<file path="src/rtl/rv_pipe_pkg.sv">
// Shared pipeline definitions: packed ControlUnit bundle layout and the
// bit positions of each control field, MSB first.
package rv_pipe_pkg;

  localparam int CTRL_W = 18;

  localparam int CB_REG_WRITE  = 17;
  localparam int CB_MEM_TO_REG = 16;
  localparam int CB_JAL        = 15;
  localparam int CB_MEM_READ   = 14;
  localparam int CB_MEM_WRITE  = 13;
  localparam int CB_IS_BRANCH  = 12;
  localparam int CB_ALU_SRC    = 11;
  localparam int CB_BR_TYPE    = 10;
  localparam int CB_JALR       = 9;
  localparam int CB_IMM_SRC_LO = 7;
  localparam int CB_ALU_OP_LO  = 4;
  localparam int CB_MEM_SZ_LO  = 2;
  localparam int CB_LD_SZ_LO   = 0;

  typedef struct packed {
    logic       reg_write;
    logic       mem_to_reg;
    logic       jal;
    logic       mem_read;
    logic       mem_write;
    logic       is_branch;
    logic       alu_src;
    logic       branch_type;
    logic       jalr;
    logic [1:0] imm_src;
    logic [2:0] alu_op;
    logic [1:0] mem_size;
    logic [1:0] load_size;
  } ctrl_t;

  localparam ctrl_t CTRL_NOP = '0;

endpackage

</file>
<file path="src/rtl/id_ex_stage_hazard_detect.sv">
// Load-use hazard detect: a load in EX whose rd feeds the ID instruction.
// Purely combinational; x0 never matches.
module hazard_detect #(
  parameter int REG_AW = 5
) (
  input  logic              i_ex_valid,
  input  logic              i_ex_mem_read,
  input  logic [REG_AW-1:0] i_ex_rd,
  input  logic              i_id_valid,
  input  logic [REG_AW-1:0] i_id_rs1,
  input  logic [REG_AW-1:0] i_id_rs2,
  output logic              o_hz
);

  logic w_rd_nz;
  logic w_match;

  assign w_rd_nz = |i_ex_rd;

  // rs2 is always compared; an I-type may stall falsely
  assign w_match = (i_ex_rd == i_id_rs1)
                 | (i_ex_rd == i_id_rs2);

  assign o_hz = i_ex_valid
              & i_ex_mem_read
              & w_rd_nz
              & i_id_valid
              & w_match;

endmodule

</file>
<file path="src/rtl/id_ex_stage.sv">
// ID/EX pipeline register with load-use bubble, flush and hold.
// Optional perf counters enabled by defining ID_EX_PERF_CNT_EN.
module id_ex_stage
  import rv_pipe_pkg::*;
#(
  parameter int XLEN   = 32,
  parameter int REG_AW = 5
) (
  input  logic              clk,
  input  logic              rst,
  input  logic              id_valid_i,
  input  logic [CTRL_W-1:0] id_ctrl_i,
  input  logic [XLEN-1:0]   id_pc_i,
  input  logic [XLEN-1:0]   id_rs1_data_i,
  input  logic [XLEN-1:0]   id_rs2_data_i,
  input  logic [XLEN-1:0]   id_imm_i,
  input  logic [REG_AW-1:0] id_rs1_i,
  input  logic [REG_AW-1:0] id_rs2_i,
  input  logic [REG_AW-1:0] id_rd_i,
  input  logic              flush_i,
  input  logic              hold_i,
  output logic              load_use_stall_o,
  output logic              ex_valid_o,
  output logic [CTRL_W-1:0] ex_ctrl_o,
  output logic [XLEN-1:0]   ex_pc_o,
  output logic [XLEN-1:0]   ex_rs1_data_o,
  output logic [XLEN-1:0]   ex_rs2_data_o,
  output logic [XLEN-1:0]   ex_imm_o,
  output logic [REG_AW-1:0] ex_rs1_o,
  output logic [REG_AW-1:0] ex_rs2_o,
  output logic [REG_AW-1:0] ex_rd_o
`ifdef ID_EX_PERF_CNT_EN
  ,
  output logic [31:0]       perf_bubbles_o,
  output logic [31:0]       perf_flushes_o
`endif
);

  logic              r_valid;
  ctrl_t             r_ctrl;
  logic [XLEN-1:0]   r_pc;
  logic [XLEN-1:0]   r_rs1_data;
  logic [XLEN-1:0]   r_rs2_data;
  logic [XLEN-1:0]   r_imm;
  logic [REG_AW-1:0] r_rs1;
  logic [REG_AW-1:0] r_rs2;
  logic [REG_AW-1:0] r_rd;

  ctrl_t             w_id_ctrl;
  logic              w_hz;
  logic              w_bubble;

  assign w_id_ctrl = ctrl_t'(id_ctrl_i);

  hazard_detect #(
    .REG_AW (REG_AW)
  ) u_hazard (
    .i_ex_valid    (r_valid),
    .i_ex_mem_read (r_ctrl.mem_read),
    .i_ex_rd       (r_rd),
    .i_id_valid    (id_valid_i),
    .i_id_rs1      (id_rs1_i),
    .i_id_rs2      (id_rs2_i),
    .o_hz          (w_hz)
  );

  // flush and hold both pre-empt the bubble
  assign w_bubble = w_hz & ~flush_i & ~hold_i;

  assign load_use_stall_o = w_bubble;

  always_ff @(posedge clk) begin
    if (rst) begin
      r_valid    <= 1'b0;
      r_ctrl     <= CTRL_NOP;
      r_pc       <= '0;
      r_rs1_data <= '0;
      r_rs2_data <= '0;
      r_imm      <= '0;
      r_rs1      <= '0;
      r_rs2      <= '0;
      r_rd       <= '0;
    end else if (flush_i) begin
      r_valid    <= 1'b0;
      r_ctrl     <= CTRL_NOP;
      r_pc       <= id_pc_i;
      r_rs1_data <= id_rs1_data_i;
      r_rs2_data <= id_rs2_data_i;
      r_imm      <= id_imm_i;
      r_rs1      <= id_rs1_i;
      r_rs2      <= id_rs2_i;
      r_rd       <= id_rd_i;
    end else if (hold_i) begin
      r_valid    <= r_valid;
    end else if (w_hz) begin
      // ID is frozen upstream and re-presented next cycle
      r_valid    <= 1'b0;
      r_ctrl     <= CTRL_NOP;
    end else begin
      r_valid    <= id_valid_i;
      r_ctrl     <= id_valid_i ? w_id_ctrl : CTRL_NOP;
      r_pc       <= id_pc_i;
      r_rs1_data <= id_rs1_data_i;
      r_rs2_data <= id_rs2_data_i;
      r_imm      <= id_imm_i;
      r_rs1      <= id_rs1_i;
      r_rs2      <= id_rs2_i;
      r_rd       <= id_rd_i;
    end
  end

  assign ex_valid_o    = r_valid;
  assign ex_ctrl_o     = r_ctrl;
  assign ex_pc_o       = r_pc;
  assign ex_rs1_data_o = r_rs1_data;
  assign ex_rs2_data_o = r_rs2_data;
  assign ex_imm_o      = r_imm;
  assign ex_rs1_o      = r_rs1;
  assign ex_rs2_o      = r_rs2;
  assign ex_rd_o       = r_rd;

`ifdef ID_EX_PERF_CNT_EN
  logic [31:0] r_perf_bubbles;
  logic [31:0] r_perf_flushes;

  // saturating event counters
  always_ff @(posedge clk) begin
    if (rst) begin
      r_perf_bubbles <= '0;
      r_perf_flushes <= '0;
    end else begin
      if (w_bubble && (r_perf_bubbles != 32'hFFFF_FFFF))
        r_perf_bubbles <= r_perf_bubbles + 32'd1;
      if (flush_i && (r_perf_flushes != 32'hFFFF_FFFF))
        r_perf_flushes <= r_perf_flushes + 32'd1;
    end
  end

  assign perf_bubbles_o = r_perf_bubbles;
  assign perf_flushes_o = r_perf_flushes;
`endif

endmodule

</file>
<file path="config.mk">
export PLATFORM = sky130hd
export DESIGN_NAME = id_ex_stage
export DESIGN_NICKNAME = d
export VERILOG_FILES = /design/src/rtl/rv_pipe_pkg.sv /design/src/rtl/id_ex_stage_hazard_detect.sv /design/src/rtl/id_ex_stage.sv
export SDC_FILE = /design/constraint.sdc
export NUM_CORES = 1
export LEC_CHECK = 0
export ABC_AREA = 1
export CORE_UTILIZATION = 42
export CTS_CLUSTER_DIAMETER = 150
export CTS_CLUSTER_SIZE = 25
export DETAILED_ROUTE_END_ITERATION = 8
export GPL_ROUTABILITY_DRIVEN = 0
export PLACE_DENSITY = 0.81
export SYNTH_ARGS = -nofsm -noshare
export SYNTH_HDL_FRONTEND = slang
export SYNTH_SLANG_ARGS = --single-unit
</file>
<file path="constraint.sdc">
create_clock -name clk -period 1.9 [get_ports clk]
set_clock_uncertainty 0.2 [all_clocks]
set_input_delay 0.38 -clock clk [delete_from_list [all_inputs] [get_ports clk]]
set_output_delay 0.38 -clock clk [all_outputs]
set_load 0.05 [all_outputs]
</file>
-- Yosys cells after proc, flatten, opt, wreduce, memory -nomap -nowiden
Cells that the tools add are included.
- equality and inequality tests: 4
- muxes and demuxes: 24
- bitwise operators: 9
- reductions and logical operators: 3
- operators with widths (operator ; number):
    32-bit 2-to-1 mux ; 12
    5-bit 2-to-1 mux ; 9
    18-bit 2-to-1 mux ; 2
    5-bit equality test ; 2
    1-bit AND ; 6
    5-bit OR reduction ; 1
    2-bit != test, second input constant ; 2
    1-bit inverter ; 2
    2-bit AND reduction ; 1
    2-bit OR reduction ; 1
    1-bit 2-to-1 mux ; 1
    1-bit bitwise OR ; 1
- bits in registers: 162
- output and inout bits: 163
- logic and storage cells: 61

-- Longest topological paths before layout
Gate-level depths: netlist of the first run.
- depth after elaboration: 7
- depth in mapped cells: 12

-- By module
Synthesis of the first run repeated with hierarchy kept, for this count alone.
- cell total of the unflattened synthesis: 1055
- area total of the unflattened synthesis: 6899.1 µm²
- modules (own cells, without submodules) (module ; instances ; cells each ; area an instance (µm²) ; seq. area each (µm²)):
    id_ex_stage ; 1 ; 1010 ; 6700.2 ; 3243.1
    hazard_detect ; 1 ; 45 ; 198.9 ; 0.0

-- Worst setup path after synthesis of the first run
Ideal clock, no wire load.
- path type: register to output
- start point: register r_rd[1], in the netlist ex_rd_o[1]
- end point: output port load_use_stall_o
- data arrival time: 2.469 ns
- required time: 1.320 ns
- path slack: -1.149 ns
- stages on the path, launching flop included: 10
- cell sequence: dfxtp_1 -> inv_1 -> nand2_1 -> nand2_1 -> nor2_1 -> nand3_1 -> nand2_1 -> nand2_1 -> clkbuf_1 -> nor3_1
- word-level cells in the longest chain between the ends: 6
- elaborated cells on any way between the ends: 9
- classes of those cells: eq/ne (2); bitwise (6); reduce/logical (1)
- RTL lines (what ; line ; RTL):
    start: declaration ; id_ex_stage.sv:47 ; logic [REG_AW-1:0] r_rd;
    start signal: assignment ; id_ex_stage.sv:92 ; r_rd <= id_rd_i;
    start signal: assignment ; id_ex_stage.sv:108 ; r_rd <= id_rd_i;
    5-bit OR reduction ; id_ex_stage_hazard_detect.sv:18 ; assign w_rd_nz = |i_ex_rd;
    1-bit AND ; id_ex_stage_hazard_detect.sv:26 ; & w_rd_nz
    1-bit AND ; id_ex_stage_hazard_detect.sv:27 ; & i_id_valid
    1-bit AND * ; id_ex_stage_hazard_detect.sv:28 ; & w_match;
    1-bit AND * (2 in a row) ; id_ex_stage.sv:68 ; assign w_bubble = w_hz & ~flush_i & ~hold_i;
    end: declaration ; id_ex_stage.sv:22 ; output logic load_use_stall_o,
Mark *: on every way between the ends. The rest lies on a longest branch, timed or not.

-- Worst setup path after layout of the first run
- start point: register r_rd[0], in the netlist ex_rd_o[0]
- end point: register r_imm[22], in the netlist ex_imm_o[22]
- word-level cells in the longest chain between the ends: 6
- elaborated cells on any way between the ends: 9
- classes of those cells: eq/ne (3); bitwise (4); reduce/logical (2)
- RTL lines (what ; line ; RTL):
    5-bit OR reduction ; id_ex_stage_hazard_detect.sv:18 ;
    1-bit AND ; id_ex_stage_hazard_detect.sv:26 ;
    1-bit AND ; id_ex_stage_hazard_detect.sv:27 ;
    1-bit AND * ; id_ex_stage_hazard_detect.sv:28 ;
    2-bit != test (no line) * ; - ;
    2-bit AND reduction (no line) * ; - ;
    end signal: assignment ; id_ex_stage.sv:89 ; r_imm <= id_imm_i;
    end signal: assignment ; id_ex_stage.sv:105 ; r_imm <= id_imm_i;
    end: declaration ; id_ex_stage.sv:44 ; logic [XLEN-1:0] r_imm;
Marks and branches as above.
A chain may end at the register's enable or synchronous reset.

==> flow_summary.ini, run 1 <==
[critical_path]
r2r_slack_ns = -0.35
crit_path_start_kind = flip-flop
crit_cells = 13
slowest_stage = dfxtp_4
reg2reg_from = ex_rd_o[0]
cp_num_buf_inv = 5
crit_top_cell = nor2_1
crit_family = buffers and inverters
setup.worst_path.start = ex_rd_o[0]
worstPathMaxFanout = 6
cp.required_ns = 2.01
reg2reg_to = ex_imm_o[22]
endpoint = ex_imm_o[22]
cpPeakStageDelay_ns = 0.37
worst_r2r_path_depth = 13
cp_data_arrival_time_ns = 2.36
worstSetupPathType = reg -> reg
worst_setup_path_end_kind = flip-flop
cp_cell_sequence = nor2_1 -> nor2_1 -> nor2_1 -> nand3_1 -> nand2_2 -> buf_4 -> buf_6 -> nand3_4 -> buf_8 -> clkbuf_16 -> clkbuf_16 -> a21oi_2 -> nor2_1

[place]
io_buffers = 328
place_hpwl_mm = 16.01
dp_slack_ns = -0.5276

[clocking]
path_clk_slew_ns = 0.07
cts.hold.buffers_added = 0
cts_max_level = 4
worstSkewPairLatency_ns = 0.42
clockBufferDepth = 2
tritoncts = yes
clock_sinks = 162
root_buffer = clkbuf_16
cts_buffers = 17

[pwr]
irDropWorstVdd_uv = 610.9
p_sw_w = 0.003185
comb_power_share_pct = 25.2
p_int_w = 0.006862
power_leakage_nw = 6.704
power_density_nw_per_um2 = 747.7
swShare_pct = 31.70
power_frac_seq_pct = 38.0
p_clk_share_pct = 36.8

[synth]
netlist_instances = 1089
syn_area_um2 = 7335
synth_cell_type_count = 19
ys_seq_area_share_pct = 44.22
yosys_register_bits = 162
yosys_warnings = 0
synth.avg_cell_area_um2 = 6.735
synth_nets = 1255

[route]
drt-pass1-iter-count = 5
vias_per_cell = 5.238
avgRoutedWirePerCell_um = 18.16
wirelength_mm = 30.65
ant_nets = 0
drt_iter0_drc = 476
routed-via-count = 8841
drc = 0

[sta]
period_minus_slack_ns = 2.255
finalCritPeriodShare_pct = 118.7
worstMarginPinSlew_ns = 0.4408
slew_headroom_pct = 70.61
slew_viol_final = 0
grt_setup_unrepaired = yes
tns_ns = -34.69
setup_viol_count_final = 144
fmax_mhz = 443.5
hold_viol = 0
worst_slack_ns = -0.3546

[worst_hold_path]
min_path_type = reg -> reg
min-delay-start = ex_ctrl_o[12]

[finish]
fill_cells = 1033
seqCellArea_um2 = 3263
nets = 1620
drive_gt1_share_pct = 34.58
area_growth_pct = 83.20
final_core_util_pct = 79.89
multiInputGateArea_um2 = 4049

[die]
core_um2 = 16820
num_rows = 47
die-height_um = 134.2
io_pins = 329
die_x_um = 134.2
die-area_um2 = 18000
start_util_pct = 43.61

[run]
maxCapViolCount = 0

[outcome]
violations = setup timing
status = finished, violations left

[global_routing]
grt_max_degree = 64
track_usage_pct = 26.66
overflow = 0
antenna_found_initial = 2
grt_pass1_vias = 7566
grt_pass1_wl_mm = 38.03
-- area by class of cell --
class	instances	area share [%]
Clock buffer	20	3.324
Tap cell	220	2.049
Inverter	153	4.311
Timing Repair Buffer	432	34.55
Multi-Input combinational cell	688	30.13
Sequential cell	162	24.29
Clock inverter	11	1.313
Antenna cell	2	0.03725
-- Yosys cell counts --
cell      number  area [µm²]
a21oi_1      162       810.8
buf_1          1       3.750
buf_2         11       55.05
buf_4          2       15.01
buf_6         15       168.9
clkbuf_1      57       214.0
clkinv_1       1       3.750
dfxtp_1      162        3243
inv_1        150       563.0
inv_2          2       7.510
nand2_1      206       773.2
nand3_1      147       735.7
nand3_2        1       10.01
nand3b_1      18       135.1
nand4_1        1       6.260
nor2_1       149       559.3
nor3_1         1       5.000
o21bai_1       1       7.510
xnor2_1        2       17.52
-- sequential cells by signal (all words and copies together), names as in the netlist --
register,cells
ex_ctrl_o,18
ex_rs2_o,5
ex_pc_o,32
ex_rs1_o,5
ex_valid_o,1
ex_rd_o,5
ex_rs1_data_o,32
ex_imm_o,32
ex_rs2_data_o,32
-- worst register-to-register path: stages (launching register included) --
cell and delay [ns]:
dfxtp_4 0.37, nor2_1 0.11, nor2_1 0.06, nor2_1 0.11, nand3_1 0.10, nand2_2 0.10
buf_4 0.11, buf_6 0.09, nand3_4 0.11, buf_8 0.20, clkbuf_16 0.18, clkbuf_16 0.17
a21oi_2 0.16, nor2_1 0.08
-- repair_timing --
| action | 4_1_cts | 5_1_grt |
|---|---|---|
| resized for setup | 126 | 151 |
| cloned | 11 | 24 |
| buffers inserted | 12 | 5 |
| setup endpoints to repair | 45 | 144 |
| pin swaps | 9 | 55 |
-- worst min-delay path by stage --
stage,cells after the start,slack [ns],endpoint
global route,2,0.28,ex_ctrl_o[9]
detailed placement,2,0.26,ex_ctrl_o[9]
global placement,2,0.24,ex_ctrl_o[1]
floorplan,2,0.26,ex_ctrl_o[14]
finish,2,0.27,ex_ctrl_o[12]
CTS,5,0.26,ex_rs2_o[0]
-- cell usage in the layout, fill, tap and decap left out, drive strengths merged --
cell type / instances
clkbuf: 38
buf: 248
bufinv: 4
clkinv: 4
nand2: 206
a21oi: 162
diode: 2
o21bai: 1
dlygate4sd2: 8
clkdlybuf4s50: 157
bufbuf: 1
nor3: 1
dfxtp: 162
nand4: 1
nand3: 148
xnor2: 2
clkinvlp: 1
nand3b: 18
nor2: 149
inv: 155
-- cells by family after synthesis --
kind of cell              Yosys count  share of synthesized area [%]
and+or+nand+nor                   523                          30.33
buffers and inverters             239                          14.06
AOI/OAI and AO/OA                 163                          11.16
DFF                               162                          44.22
xor gates and xnor gates            2                         0.2389
-- metrics by stage --
stage / area, µm² / hold WS [ns] / cells / total power, W
after floorplan: 7376 / 0.2590 / 1089 / 0.005183
after global placement: 10770 / 0.2444 / 1606 / 0.006110
after detailed placement: 10770 / 0.2558 / 1606 / 0.006141
after CTS: 12250 / 0.2581 / 1660 / 0.009847
after global routing: 13440 / 0.2807 / 1688 / 0.01034
final: 13440 / 0.2677 / 1688 / 0.01005
-- layer usage --
layer | GRT usage (%) | vias up | share of wire [%]
li1 | - | 4156 | -
met1 | 30.31 | 4111 | 36
met2 | 47.15 | 458 | 52
met3 | 5.253 | 116 | 7.0
met4 | 13.92 | 0 | 5.4
met5 | 0 | - | 0
-- power by group through the flow --
stage / Combinational, W / Clock, W / Sequential, W
global route: 0.00267 / 0.00384 / 0.00384
detailed placement: 0.00231 / 0 / 0.00383
floorplan: 0.000579 / 0 / 0.00460
CTS: 0.00237 / 0.00369 / 0.00378
global placement: 0.00228 / 0 / 0.00382
finish: 0.00253 / 0.00369 / 0.00382
Power figures use the tool's default switching activity.
==> run 2, diff against run 1 <==
==> constraint.sdc (replaced) <==
create_clock -name clk -period 2.1 [get_ports clk]
set_clock_uncertainty 0.2 [all_clocks]
set_input_delay 0.525 -clock clk [delete_from_list [all_inputs] [get_ports clk]]
set_output_delay 0.525 -clock clk [all_outputs]
set_load 0.05 [all_outputs]
==> flow_summary.ini, run 2 (synthesis gave the netlist of run 1 again) <==
[outcome]
status = finished, violations left
violations = setup timing

[clocking]
clockBufferDepth = 2
cts.hold.buffers_added = 0
worstSkewPairLatency_ns = 0.42
clock_sinks = 162
root_buffer = clkbuf_16
cts_max_level = 4
tritoncts = yes
path_clk_slew_ns = 0.07
cts_buffers = 17

[critical_path]
cp.required_ns = 1.37
slowest_stage = dfxtp_4
crit_family = simple AND/OR/NAND/NOR gates
worstPathMaxFanout = 6
worst_setup_path_end_kind = output pin
r2r_slack_ns = 0.12
reg2reg_to = ex_rs2_data_o[5]
cp_data_arrival_time_ns = 1.64
worst_r2r_path_depth = 12
cpPeakStageDelay_ns = 0.41
cp_num_buf_inv = 2
crit_path_start_kind = flip-flop
reg2reg_from = ex_rd_o[0]
cp_cell_sequence = inv_2 -> nand2_1 -> nand2_1 -> nor2_1 -> nand3_1 -> nand2_2 -> nand2_2 -> nor3_4 -> buf_12
worstSetupPathType = reg -> out

[finish]
multiInputGateArea_um2 = 3102
fill_cells = 1421
nets = 1584
final_cells = 1652
final_common_cell = buf_4
final_core_util_pct = 68.46
seqCellArea_um2 = 3263
drive_gt1_share_pct = 19.99
final_area_um2 = 11510
final_cell_mix = buf_4, nand2_1, a21oi_1
area_growth_pct = 56.99

[global_routing]
overflow = 0
antenna_found_initial = 1
track_usage_pct = 23.96
grt_max_degree = 38
grt_pass1_vias = 6943
grt_pass1_wl_mm = 34.49

[die]
die-area_um2 = 18000
start_util_pct = 43.61
die-height_um = 134.2
io_pins = 329
core_um2 = 16820
num_rows = 47
die_x_um = 134.2

[route]
routed-via-count = 7933
drt_iter0_drc = 361
vias_per_cell = 4.802
drc = 0
ant_nets = 0
wirelength_mm = 22.18
avgRoutedWirePerCell_um = 13.42
drt-pass1-iter-count = 5

[sta]
worst_slack_ns = -0.2659
period_minus_slack_ns = 2.366
worstMarginPinSlew_ns = 0.2699
hold_viol = 0
slew_headroom_pct = 82.01
slew_viol_final = 0
grt_setup_unrepaired = yes
tns_ns = -0.2659
finalCritPeriodShare_pct = 112.7
fmax_mhz = 422.7
setup_viol_count_final = 1

[run]
maxCapViolCount = 0

[worst_hold_path]
holdPathStages = 2
min_path_type = reg -> reg
whs_endpoint = ex_ctrl_o[1]
min-delay-start = ex_ctrl_o[1]

[pwr]
irDropWorstVdd_uv = 533.5
power_density_nw_per_um2 = 729.7
power_leakage_nw = 6.039
total_power_w = 0.008403

[place]
placed_cells = 1615
placed_area_um2 = 10910
place_hpwl_mm = 16.27
io_buffers = 328
[run 2: cell count changes in the layout (fill, tap and decap cells not counted), moves of 17 or more]
cell / previous run / this run
nand3_2: 53 / 0
clkbuf_16: 35 / 18
a21oi_2: 110 / 0
nand3_1: 94 / 147
a21oi_1: 29 / 162
a21oi_4: 23 / 0
[run 2: repair_timing]
item	in CTS	in global routing
gates cloned	0	1
resized for setup	16	2
pin swaps	9	2
endpoints found under the setup margin	140	2
endpoints found under the hold margin	0	0
buffers inserted	2	1
[run 2: worst max-delay path by stage]
stage	depth (start not counted)	startpoint	end
6_report	9	ex_rd_o[0]	load_use_stall_o
5_1_grt	9	ex_rd_o[3]	load_use_stall_o
4_1_cts	9	ex_rd_o[0]	load_use_stall_o
3_5_place_dp	10	id_rs1_i[1]	load_use_stall_o
3_3_place_gp	10	id_rs1_i[1]	load_use_stall_o
2_1_floorplan	9	id_rs2_i[0]	load_use_stall_o
[run 2: through the flow]
stage / setup WS, ns / hold WS [ns]
global placement: -0.6025 / 0.2431
CTS: -0.2880 / 0.2663
floorplan: -0.1768 / 0.2590
finish: -0.2659 / 0.2638
global route: -0.3551 / 0.2885
detailed placement: -0.6316 / 0.2555
[run 2: worst min-delay path: cells and delay by family (launching register included)]
kind / cells / cell delay [ns]
and+or+nand+nor: 1 / 0.05
AOI/OAI and AO/OA: 1 / 0.05
DFF: 1 / 0.31
[run 2: routing by layer]
layer	share of wire, %	up-vias	track usage [%]
met4	3.4	0	11.11
li1	-	4076	-
met5	0	-	0
met2	49	271	41.82
met1	41	3537	27.96
met3	6.1	49	5.140
[run 2: final cells by class]
| type | instances | share of cell area [%] |
|---|---|---|
| Tap cell | 220 | 2.391 |
| Antenna cell | 1 | 0.02173 |
| Inverter | 153 | 5.053 |
| Clock inverter | 15 | 1.065 |
| Multi-Input combinational cell | 688 | 26.94 |
| Sequential cell | 162 | 28.34 |
| Timing Repair Buffer | 396 | 32.50 |
| Clock buffer | 17 | 3.694 |
[run 2: power breakdown]
group	switching [W]	internal, W	total [W]
registers	0.000126	0.00328	0.00341
logic	0.00127	0.000829	0.00210
clock network	0.00135	0.00155	0.00290
total	0.00275	0.00565	0.00840
==> run 3, diff against run 2 <==
--- a/config.mk
+++ b/config.mk
@@ -5,13 +5,13 @@
 export SDC_FILE = /design/constraint.sdc
 export NUM_CORES = 1
 export LEC_CHECK = 0
-export ABC_AREA = 1
-export CORE_UTILIZATION = 42
+export CORE_AREA = 2 2 129 131
 export CTS_CLUSTER_DIAMETER = 150
 export CTS_CLUSTER_SIZE = 25
 export DETAILED_ROUTE_END_ITERATION = 8
+export DIE_AREA = 0 0 131 133
+export DONT_BUFFER_PORTS = 1
 export GPL_ROUTABILITY_DRIVEN = 0
-export PLACE_DENSITY = 0.81
 export SYNTH_ARGS = -nofsm -noshare
 export SYNTH_HDL_FRONTEND = slang
 export SYNTH_SLANG_ARGS = --single-unit
==> constraint.sdc (replaced) <==
create_clock -name clk -period 2.4 [get_ports clk]
set_clock_uncertainty 0.2 [all_clocks]
set_input_delay 0.6 -clock clk [delete_from_list [all_inputs] [get_ports clk]]
set_output_delay 0.6 -clock clk [all_outputs]
set_load 0.05 [all_outputs]
==> flow_summary.ini, run 3 <==
[synth]
synth_most_common_cell = nand2b_1
yosys_warnings = 0
yosys-top-cells-count = nand2b_1, dfxtp_1, mux2i_1
synth_edf_count = 0
yosys.area.top_type = dfxtp_1
synth_cell_type_count = 23
synth.top_cell.area_share_pct = 44.85
synth-async-reset-ratio_pct = 0
synthFlopType = dfxtp_1
synth_nets = 896
synthTopCellsByArea = dfxtp_1, nand2b_1, mux2i_1
yosys_register_bits = 162
ys_seq_area_share_pct = 44.85
syn_area_um2 = 7231
netlist_instances = 730
synth.avg_cell_area_um2 = 9.905

[route]
drc = 0
drt_iter0_drc = 165
vias_per_cell = 5.062
wirelength_mm = 16.51
ant_nets = 0
routed-via-count = 4839
drt-pass1-iter-count = 4
avgRoutedWirePerCell_um = 17.27

[sta]
grt_setup_unrepaired = yes
slew_headroom_pct = 61.59
worstMarginPinSlew_ns = 0.5754
tns_ns = -0.2233
hold_viol = 0
slew_viol_final = 0
setup_viol_count_final = 1
hold_ws_ns = 0.1118
worst_slack_ns = -0.2233
period_minus_slack_ns = 2.623
finalCritPeriodShare_pct = 109.3
fmax_mhz = 381.2

[finish]
nets = 890
final_area_um2 = 8302
n_antenna_cell = 0
final_cell_mix = nand2b_1, dfxtp_1, mux2i_1
final_common_cell = nand2b_1
drive_gt1_share_pct = 10.19
final_core_util_pct = 51.33
area_growth_pct = 14.81
fill_cells = 1458

[clocking]
tritoncts = yes
cts_buffers = 17
worstSkewPairLatency_ns = 0.42
clock_sinks = 162
path_clk_slew_ns = 0.06
cts.hold.buffers_added = 0
clockBufferDepth = 2
root_buffer = clkbuf_16
cts_max_level = 4

[critical_path]
cp_data_arrival_time_ns = 1.82
worstPathMaxFanout = 4
worst_setup_path_end_kind = output pin
worstSetupPathType = reg -> out
cp.required_ns = 1.60
crit_path_start_kind = flip-flop

[die]
io_pins = 329
start_util_pct = 44.71
core_um2 = 16170
die-area_um2 = 17420
num_rows = 47
die_x_um = 131
die-height_um = 133

[place]
place_hpwl_mm = 11.89
placed_area_um2 = 7622
io_buffers = 0

[pwr]
irDropWorstVdd_uv = 463.0
power_density_nw_per_um2 = 831.9
power_leakage_nw = 3.075
total_power_w = 0.006906

[global_routing]
grt_pass1_wl_mm = 24.36
track_usage_pct = 17.94
grt_pass1_vias = 4869
antenna_found_initial = 0
overflow = 0
grt_max_degree = 288

[outcome]
status = finished, violations left
violations = setup timing

[worst_hold_path]
min_path_type = in -> reg

[run]
maxCapViolCount = 0
[run 3: cell count changes in the layout (fill, tap and decap cells not counted), moves of 146 or more]
cell and delta:
buf_4 -183, clkdlybuf4s50_1 -154, nand2_1 -183, nand2b_1 +286, nand3_1 -147, nor2_1 -146
[run 3: worst paths after layout]
path	from	end	slack [ns]	depth (start not counted)
setup / recovery	ex_rd_o[1]	load_use_stall_o	-0.22	5
hold / removal	hold_i	ex_ctrl_o[17]	0.11	2
setup reg to reg	ex_rd_o[1]	ex_rs1_data_o[3]	0.15	8
hold reg to reg	ex_rd_o[3]	ex_rd_o[3]	0.34	2
[run 3: repair_timing]
action / in CTS / in global routing
gates resized for setup: 5 / 5
setup endpoints to repair: 1 / 1
gates cloned: 0 / 0
setup buffers: 2 / 0
pin swaps: 3 / 2
[run 3: where the power goes]
group	total, W	leakage (nW)	switching [W]	internal, W
logic	0.000524	1.45	0.000227	0.000297
clock network	0.00282	0.286	0.00108	0.00174
registers	0.00356	1.34	0.000697	0.00286
total	0.00691	3.08	0.00201	0.00490
[run 3: critical path, cell delays in order (launching register included)]
cell	delay (ns)
dfxtp_2	0.35
or4_4	0.53
o2111ai_4	0.21
buf_6	0.14
nor4_4	0.03
buf_6	0.16
[run 3: stage by stage]
step / cells / setup slack [ns]
after floorplan: 730 / -0.2718
after global placement: 923 / -0.06996
after detailed placement: 923 / -0.06851
after CTS: 956 / -0.2798
after global routing: 956 / -0.3130
final: 956 / -0.2233
[run 3: layout make-up]
| class | instances | area (µm²) | area share, % |
|---|---|---|---|
| Multi-Input combinational cell | 508 | 3754 | 45.21 |
| Clock inverter | 12 | 181.4 | 2.185 |
| Clock buffer | 19 | 432.9 | 5.215 |
| Sequential cell | 162 | 3251 | 39.16 |
| Timing Repair Buffer | 34 | 404.1 | 4.868 |
| Tap cell | 220 | 275.3 | 3.316 |
| Inverter | 1 | 3.754 | 0.04521 |
[run 3: logic make-up after synthesis]
kind of cell | after synthesis | synth area share, %
xor gates and xnor gates | 10 | 1.211
and+or+nand+nor | 314 | 26.42
DFF | 162 | 44.85
AOI/OAI and AO/OA | 41 | 3.582
muxes | 143 | 19.80
buffers and inverters | 60 | 4.136
[run 3: layer usage]
metal	vias to the layer above	routed length [µm]	global-route usage (%)
met4	0	444	7.742
met1	2229	5944	17.56
met5	-	0	0
met2	210	8232	31.20
met3	31	1886	9.341
li1	2369	-	-
